[config.mk]
export PLATFORM = sky130hd
export DESIGN_NAME = pol_rd_arb
export DESIGN_NICKNAME = d
export VERILOG_FILES = /design/src/rtl/pol_rd_arb.sv
export SDC_FILE = /design/constraint.sdc
export NUM_CORES = 1
export LEC_CHECK = 0
export ABC_CLOCK_PERIOD_IN_PS = 12700
export CAP_MARGIN = 0
export CELL_PAD_IN_SITES_DETAIL_PLACEMENT = 0
export CELL_PAD_IN_SITES_GLOBAL_PLACEMENT = 1
export CORE_AREA = 2 2 434 436
export CTS_CLUSTER_SIZE = 30
export DETAILED_ROUTE_END_ITERATION = 8
export DIE_AREA = 0 0 436 438
export PLACE_DENSITY = 0.31
export SYNTH_ARGS = -nofsm -noshare
export SYNTH_HDL_FRONTEND = slang
export SYNTH_SLANG_ARGS = --single-unit
[constraint.sdc]
create_clock -name clk -period 12.7 [get_ports clk]
set_input_delay 1.905 -clock clk [delete_from_list [all_inputs] [get_ports clk]]
set_output_delay 1.905 -clock clk [all_outputs]
set_load 0.005 [all_outputs]
[src/rtl/pol_rd_arb.sv]
// pol_rd_arb
// Shares the single GLB pooling-read port among POOL_CORE pooling cores.
// Each cycle one requesting core is picked round-robin and its address is
// forwarded to the GLB. The winner's index is pushed into a tag FIFO so
// that GLB responses, which come back in order, are steered to the core
// that issued the matching address.
//
// Ports
//   clk              clock
//   rst_n            asynchronous reset, active-high (1 = in reset)
//   POLARB_Rst       synchronous clear of the tag FIFO and rr pointer
//   PLCARB_AddrVld   per-core address request
//   PLCARB_Addr      per-core address, core i at [IDX_WIDTH*i +: IDX_WIDTH]
//   ARBPLC_AddrRdy   per-core accept, one-hot at the current winner
//   ARBGLB_AddrVld   address valid towards the GLB
//   ARBGLB_Addr      granted address (0 when nothing is requested)
//   GLBARB_AddrRdy   GLB accepts the address
//   GLBARB_Ofm       OFM word returned by the GLB
//   GLBARB_OfmVld    returned word valid
//   ARBGLB_OfmRdy    block accepts the returned word
//   ARBPLC_Ofm       returned word broadcast to all cores
//   ARBPLC_OfmVld    one-hot valid to the core owning the head tag
//   PLCARB_OfmRdy    per-core ready for returned words
//   ARBPOL_Idle      no reads outstanding
module pol_rd_arb #(
  parameter int POOL_CORE      = 6,
  parameter int IDX_WIDTH      = 10,
  parameter int ACT_WIDTH      = 8,
  parameter int POOL_COMP_CORE = 64,
  parameter int MAX_OUTSTD     = 4
) (
  input  logic                                clk,
  input  logic                                rst_n,
  input  logic                                POLARB_Rst,
  input  logic [POOL_CORE-1:0]                PLCARB_AddrVld,
  input  logic [IDX_WIDTH*POOL_CORE-1:0]      PLCARB_Addr,
  output logic [POOL_CORE-1:0]                ARBPLC_AddrRdy,
  output logic                                ARBGLB_AddrVld,
  output logic [IDX_WIDTH-1:0]                ARBGLB_Addr,
  input  logic                                GLBARB_AddrRdy,
  input  logic [ACT_WIDTH*POOL_COMP_CORE-1:0] GLBARB_Ofm,
  input  logic                                GLBARB_OfmVld,
  output logic                                ARBGLB_OfmRdy,
  output logic [ACT_WIDTH*POOL_COMP_CORE-1:0] ARBPLC_Ofm,
  output logic [POOL_CORE-1:0]                ARBPLC_OfmVld,
  input  logic [POOL_CORE-1:0]                PLCARB_OfmRdy,
  output logic                                ARBPOL_Idle
);

  localparam int PTR_W   = $clog2(POOL_CORE);
  localparam int FIFO_AW = $clog2(MAX_OUTSTD);
  localparam int CNT_W   = FIFO_AW + 1;

  localparam logic [PTR_W:0]   NCORE    = (PTR_W+1)'(POOL_CORE);
  localparam logic [PTR_W-1:0] LASTCORE = PTR_W'(POOL_CORE - 1);
  localparam logic [CNT_W-1:0] FULLCNT  = CNT_W'(MAX_OUTSTD);

  logic [PTR_W-1:0]   rrPtr;
  logic [PTR_W-1:0]   tagMem [MAX_OUTSTD];
  logic [FIFO_AW-1:0] wrPtr;
  logic [FIFO_AW-1:0] rdPtr;
  logic [CNT_W-1:0]   count;

  logic               full;
  logic               empty;
  logic               anyReq;
  logic [PTR_W-1:0]   winIdx;
  logic [PTR_W:0]     cand;
  logic [PTR_W-1:0]   head;
  logic               push;
  logic               pop;

  assign full  = (count == FULLCNT);
  assign empty = (count == '0);
  assign head  = tagMem[rdPtr];

  // Round-robin search starting at rrPtr. cand is one bit wider than the
  // index so rrPtr+k can be folded back below POOL_CORE with one subtract,
  // which also works when POOL_CORE is not a power of two.
  always_comb begin
    anyReq = 1'b0;
    winIdx = '0;
    cand   = '0;
    for (int k = 0; k < POOL_CORE; k++) begin
      cand = {1'b0, rrPtr} + (PTR_W+1)'(k);
      if (cand >= NCORE) begin
        cand = cand - NCORE;
      end
      if (!anyReq && PLCARB_AddrVld[cand[PTR_W-1:0]]) begin
        anyReq = 1'b1;
        winIdx = cand[PTR_W-1:0];
      end
    end
  end

  // Address mux and per-core accept.
  always_comb begin
    ARBGLB_Addr    = '0;
    ARBPLC_AddrRdy = '0;
    for (int i = 0; i < POOL_CORE; i++) begin
      if (anyReq && (winIdx == PTR_W'(i))) begin
        ARBGLB_Addr       = PLCARB_Addr[i*IDX_WIDTH +: IDX_WIDTH];
        ARBPLC_AddrRdy[i] = GLBARB_AddrRdy & ~full;
      end
    end
  end

  assign ARBGLB_AddrVld = anyReq & ~full;

  // Response steering: the word goes to whichever core owns the oldest tag.
  always_comb begin
    ARBPLC_OfmVld = '0;
    if (GLBARB_OfmVld && !empty) begin
      ARBPLC_OfmVld[head] = 1'b1;
    end
  end

  assign ARBPLC_Ofm    = GLBARB_Ofm;
  assign ARBGLB_OfmRdy = ~empty & PLCARB_OfmRdy[head];
  assign ARBPOL_Idle   = empty;

  // ARBGLB_AddrVld already carries !full, so a pop in the same cycle can
  // never open a slot for a push; the freed slot is usable one cycle later.
  assign push = ARBGLB_AddrVld & GLBARB_AddrRdy;
  assign pop  = GLBARB_OfmVld & ARBGLB_OfmRdy;

  always_ff @(posedge clk or posedge rst_n) begin
    if (rst_n) begin
      rrPtr <= '0;
      wrPtr <= '0;
      rdPtr <= '0;
      count <= '0;
      for (int i = 0; i < MAX_OUTSTD; i++) begin
        tagMem[i] <= '0;
      end
    end else if (POLARB_Rst) begin
      rrPtr <= '0;
      wrPtr <= '0;
      rdPtr <= '0;
      count <= '0;
    end else begin
      if (push) begin
        tagMem[wrPtr] <= winIdx;
        wrPtr         <= wrPtr + FIFO_AW'(1);
        rrPtr         <= (winIdx == LASTCORE) ? '0 : winIdx + PTR_W'(1);
      end
      if (pop) begin
        rdPtr <= rdPtr + FIFO_AW'(1);
      end
      case ({push, pop})
        2'b10:   count <= count + CNT_W'(1);
        2'b01:   count <= count - CNT_W'(1);
        default: count <= count;
      endcase
    end
  end

endmodule
# After elaboration in Yosys (flattened, before gate mapping)
# Index checks and enable logic that the tools add are counted.
# classes
addsub,16
order_cmp,17
n_eq_ne,8
muxes,62
bitwise_logic,10
n_reduce_logical,26
# ops
operator,n
$mux W10,6
$mux W3,19
$lt A3 B4 Y1 const B,7
$bmux W1 S3,7
$ge A4 B3 Y1 const B,5
$mux W1,20
$sub A3 B3 Y3 const B,6
$logic_and A1 B1 Y1,14
$bwmux W12,1
$eq A3 B3 Y1 const B,3
$ge A3 B3 Y1 const B,3
$add A3 B2 Y4 const B,2
$add A3 B3 Y4 const B,2
$mux W2,4
$add A3 B1 Y3 const B,2
$bmux W3 S2,1
$demux W3 S2,1
$eq A3 B2 Y1 const B,2
$logic_not A1 Y1,6
$logic_not A3 Y1,2
$mux W6,1
$not A2 Y3,2
$pmux W3 S2,1
$and A1 B1 Y1,5
other kinds (13),17
# totals
ff_bits,22
out_inout_bits,537
elab_cells,147

# Depth between registers and ports, before layout
# depth
word_depth,28
mapped_depth,22
mapped_depth_nobuf,15

# Worst setup path before layout
# Ideal clock, no wire load.
# synth_timing
path_type,input -> output
start,in PLCARB_AddrVld[0]
end,out ARBGLB_Addr[0]
arrival_time_ns,4.555
t_required_ns,10.795
setup_slack_ns,6.240
cell_stages,14
path_buffers,2
cell_sequence,mux2_2 > or3_1 > a311o_1 > o2111ai_1 > a21o_1 > a21o_1 > buf_4 > buf_4 > nor2_1 > ha_1 > nand2b_1 > and2_4 > nand3_4 > o221ai_1
# synth_between
elab_chain_cells,26
# synth_lines
item,line_no,rtl
from (decl),35,"input logic [POOL_CORE-1:0] PLCARB_AddrVld,"
$bmux W1 S3,89,if (!anyReq && PLCARB_AddrVld[cand[PTR_W-1:0]]) begin
$mux W1 (not written as such),89,
$mux W1,89,
$logic_not A1 Y1,89,
$logic_and A1 B1 Y1,89,
$mux W1,89,
$logic_not A1 Y1,89,
$logic_and A1 B1 Y1,89,
(+6 left out),-,
$mux W1,89,
$logic_not A1 Y1,89,
$logic_and A1 B1 Y1,89,
$mux W3,89,
$logic_not A3 Y1,101,if (anyReq && (winIdx == PTR_W'(i))) begin
$logic_and A1 B1 Y1,101,
$mux W10 (5 in a row),101,
$mux W10 (*),101,
to (decl),39,"output logic [IDX_WIDTH-1:0] ARBGLB_Addr,"
# Mark *: on every way between the ends. The rest lies on a longest branch, timed or not. The select of a mux whose other input is x is not followed.

# Worst setup path after layout
# layout_timing
start,in PLCARB_AddrVld[3]
end,out ARBGLB_Addr[6]
# The elaborated chain is that of the path after synthesis.

==> results.toml <==
[drt]
vias = 4352
drtPass1Iterations = 4
vias_per_cell = 1.48
wire_per_inst_um = 20.2
drtAntennaViolNets = 0
dr.first_iter.drc_count = 271
wirelength_mm = 59.5
drc_errors = 0

[floorplanning]
fp.dieH_um = 438
ios = 1126
initial_core_util_pct = 3.58
placementRows = 159
die_area_mm2 = 0.191
core-area_mm2 = 0.187
dieWidth_um = 436

[sta]
finalMaxSlewViolations = 0
slew_headroom_pct = 34.2
final.setup.tns_ps = 0
skew_ps = 8.89
hold_violations = 0
fin_crit_sh_pct = 66.9
min_period_ps = 8500
setup_violations = 0
clock.fmax_ghz = 0.118
tightest_slew_ps = 986
fin_ws_ps = 4200
rsz0062_at_grt = "false"

[placed_design]
hpwl_mm = 53.7
gp_congestion = 0.676
port_buffers = 101
dp_slack_ps = 3980

[synthesis]
async_flop_share_pct = 100
synth-edff-count = 0
muxShareOfSynthArea_pct = 5.44
synthesis.nets = 1461
yosys.area_share.simple_pct = 9.95
ys_warn_count = 0
synthCells = 856
syn_area_mm2 = 0.00668
synth-compound-area-share_pct = 11.8
syn_avg_cell_area_um2 = 7.80
synth_seq_cells = 22
synth-xor-area-share_pct = 1.41
yosysSeqAreaShare_pct = 8.25
synthAdderAreaFrac_pct = 3.11
synth_top_family_by_area = "buffers and inverters"
synth_cell_types = 67
synthFlopType = "dfrtp_1"

[final_layout]
fillCellCount = 22300
final_common_cell = "clkdlybuf4s50_1"
final_cell_mix = "101 x clkdlybuf4s50_1, 30 x nand2_1, 27 x o21ai_0"
areaGrowthSynthToFinish_pct = 5.81
nets = 1048
drive_gt1_share_pct = 9.73

[worst_hold_path]
hp-start = "tagMem[6]"
hp-class = "reg -> reg"
min_to = "tagMem[6]"
holdPathStages = 2

[flow_run]
cap_violations = 0

[clocking]
clk_pin_slew_ps = 80
numCtsBuffers = 3
root_buffer = "clkbuf_16"
cts_tree = "built"
postCtsHoldBufs = 0
numClockSinks = 22
htreeDepth = 1
cts_resized = 0
clk_latency_ps = 280
postCtsSetupBuffers = 0
clk_path_buf_depth = 2

[grt]
grt_pass1_wl_mm = 69.1
grt_antenna_before_repair = 36
grt_max_degree = 25
grt.overflow.total = 0
grtUsageTotal_pct = 5.89
grt_pass1_vias = 4435

[setup_path]
crit_path_max_incr_delay_ps = 730
cp.buffers_inverters = 3
r2r_start = "rrPtr[1]"
cp_data_required_time_ps = 10800
critical_path.endpoint_type = "output pin"
crit_path_start_kind = "primary input"
rrSetupSlack_ps = 8380
slowest_stage = "clkdlybuf4s50_1"
cp_common_cell = "clkdlybuf4s50_1"
critPathTopFamily = "buffers and inverters"
r2r_end = "count[2]"
rr_worst_depth = 14
cp_data_arrival_time_ps = 6600
critPathKind = "in -> out"
path_cells = "clkdlybuf4s50_1 -> mux2i_1 -> nor3b_1 -> or3_1 -> a311o_1 -> o2111ai_1 -> o2bb2ai_2 -> buf_4 -> ha_1 -> nand2b_1 -> nor2b_1 -> a2bb2oi_1 -> o221ai_1 -> clkdlybuf4s50_1"
worstPathMaxFanout = 22

[power]
power.density_mw_per_mm2 = 218
ir_drop_mv = 0.0795
power_leakage_nw = 1.61

[outcome]
status = "complete, no violations"
-- layout make-up --
type	count	area [um2]	area share (%)
antenna	3	7.51	0.106
clock inverter	1	30.0	0.425
clock buffer	3	75.1	1.06
tap	2495	3120	44.2
sequential	22	551	7.79
inverter	17	63.8	0.903
multi-input combinational	288	2130	30.1
timing repair buffer	111	1090	15.4
-- routing by layer --
| layer | part of all wire [%] | GRT usage (%) | wire [um] |
|---|---|---|---|
| met5 | 0.46 | 0.993 | 276 |
| met4 | 4.6 | 2.34 | 2720 |
| met3 | 25 | 7.21 | 15100 |
| met2 | 40 | 8.00 | 23600 |
| met1 | 30 | 5.11 | 17900 |
-- how the worst max path moves through the flow --
stage | from | end | slack (ps) | cells past startpoint
final | PLCARB_AddrVld[3] | ARBGLB_Addr[6] | 4200 | 14
after global routing | PLCARB_AddrVld[3] | ARBGLB_Addr[2] | 3800 | 14
after CTS | PLCARB_AddrVld[3] | ARBGLB_Addr[6] | 3970 | 14
after detailed placement | PLCARB_AddrVld[3] | ARBGLB_Addr[6] | 3980 | 14
after global placement | PLCARB_AddrVld[5] | ARBGLB_Addr[6] | 4020 | 15
after floorplan | PLCARB_AddrVld[0] | ARBGLB_Addr[0] | 6240 | 14
-- worst reg2reg max path, delay by kind of cell (launching register included) --
| kind | cells | cell delay [ps] |
|---|---|---|
| DFF | 1 | 320 |
| xor gates and xnor gates | 1 | 190 |
| buffers and inverters | 3 | 680 |
| and+or+nand+nor | 3 | 660 |
| AOI/OAI and AO/OA | 2 | 470 |
| adders and majority gates | 2 | 910 |
| muxes | 3 | 990 |
-- cells in the mapped netlist, drive strengths merged, types with 2 or more instances --
cell,count,area [um2]
a311o,2,20.0
clkbuf,5,20.0
dfrtp,22,551
a21boi,3,22.5
a31oi,2,12.5
a311oi,3,26.3
nand2b,8,50.1
nand4,2,12.5
o221ai,9,78.8
a21oi,13,65.1
nor2,27,104
mux2i,22,228
o21a,4,30.0
o2bb2ai,2,17.5
inv,17,63.8
o22a,2,17.5
nand3,7,47.6
or2,2,12.5
ha,15,188
mux2,6,67.6
a21o,3,22.5
buf,524,3930
and2,2,15.0
nor3b,3,22.5
nand3b,6,45.0
nand2,31,119
nor4,3,33.8
o211ai,3,22.5
nor3,14,70.1
a2bb2oi,12,123
nor2b,6,37.5
xnor2,5,58.8
or3,7,43.8
xor2,4,35.0
o21ai,30,154
o22ai,2,12.5
mux4,3,67.6
a32oi,9,78.8
-- power by group --
group	total [mW]	internal, mW	switching (mW)
clock	0.0967	0.0629	0.0338
sequential	0.120	0.0954	0.0242
combinational	1.32	0.507	0.817
-- sequential cells by signal, summed over array words and instances (netlist names) --
signal and cells:
tagMem 12, rdPtr 2, rrPtr 3, count 3, wrPtr 2
-- cells by family (layout without fill, tap and decap cells) --
kind of cell	after synthesis	count (layout)
buffers and inverters	546	132
and+or+nand+nor	124	124
AOI/OAI and AO/OA	108	108
muxes	31	31
DFF	22	22
adders and majority gates	16	16
xor gates and xnor gates	9	9
other	0	3
-- metrics by stage --
step	hold slack [ps]	cell area [um2]	std cells	power, mW	util (%)
2_1_floorplan	445	6680	856	0.917	-
3_3_place_gp	464	6950	2933	1.58	3.72
3_5_place_dp	470	6950	2933	1.57	3.72
4_1_cts	489	7060	2937	1.68	3.78
5_1_grt	533	7060	2940	1.72	3.78
6_report	485	7060	2940	1.54	3.78
Note: power is estimated with default switching activity, not from simulation.
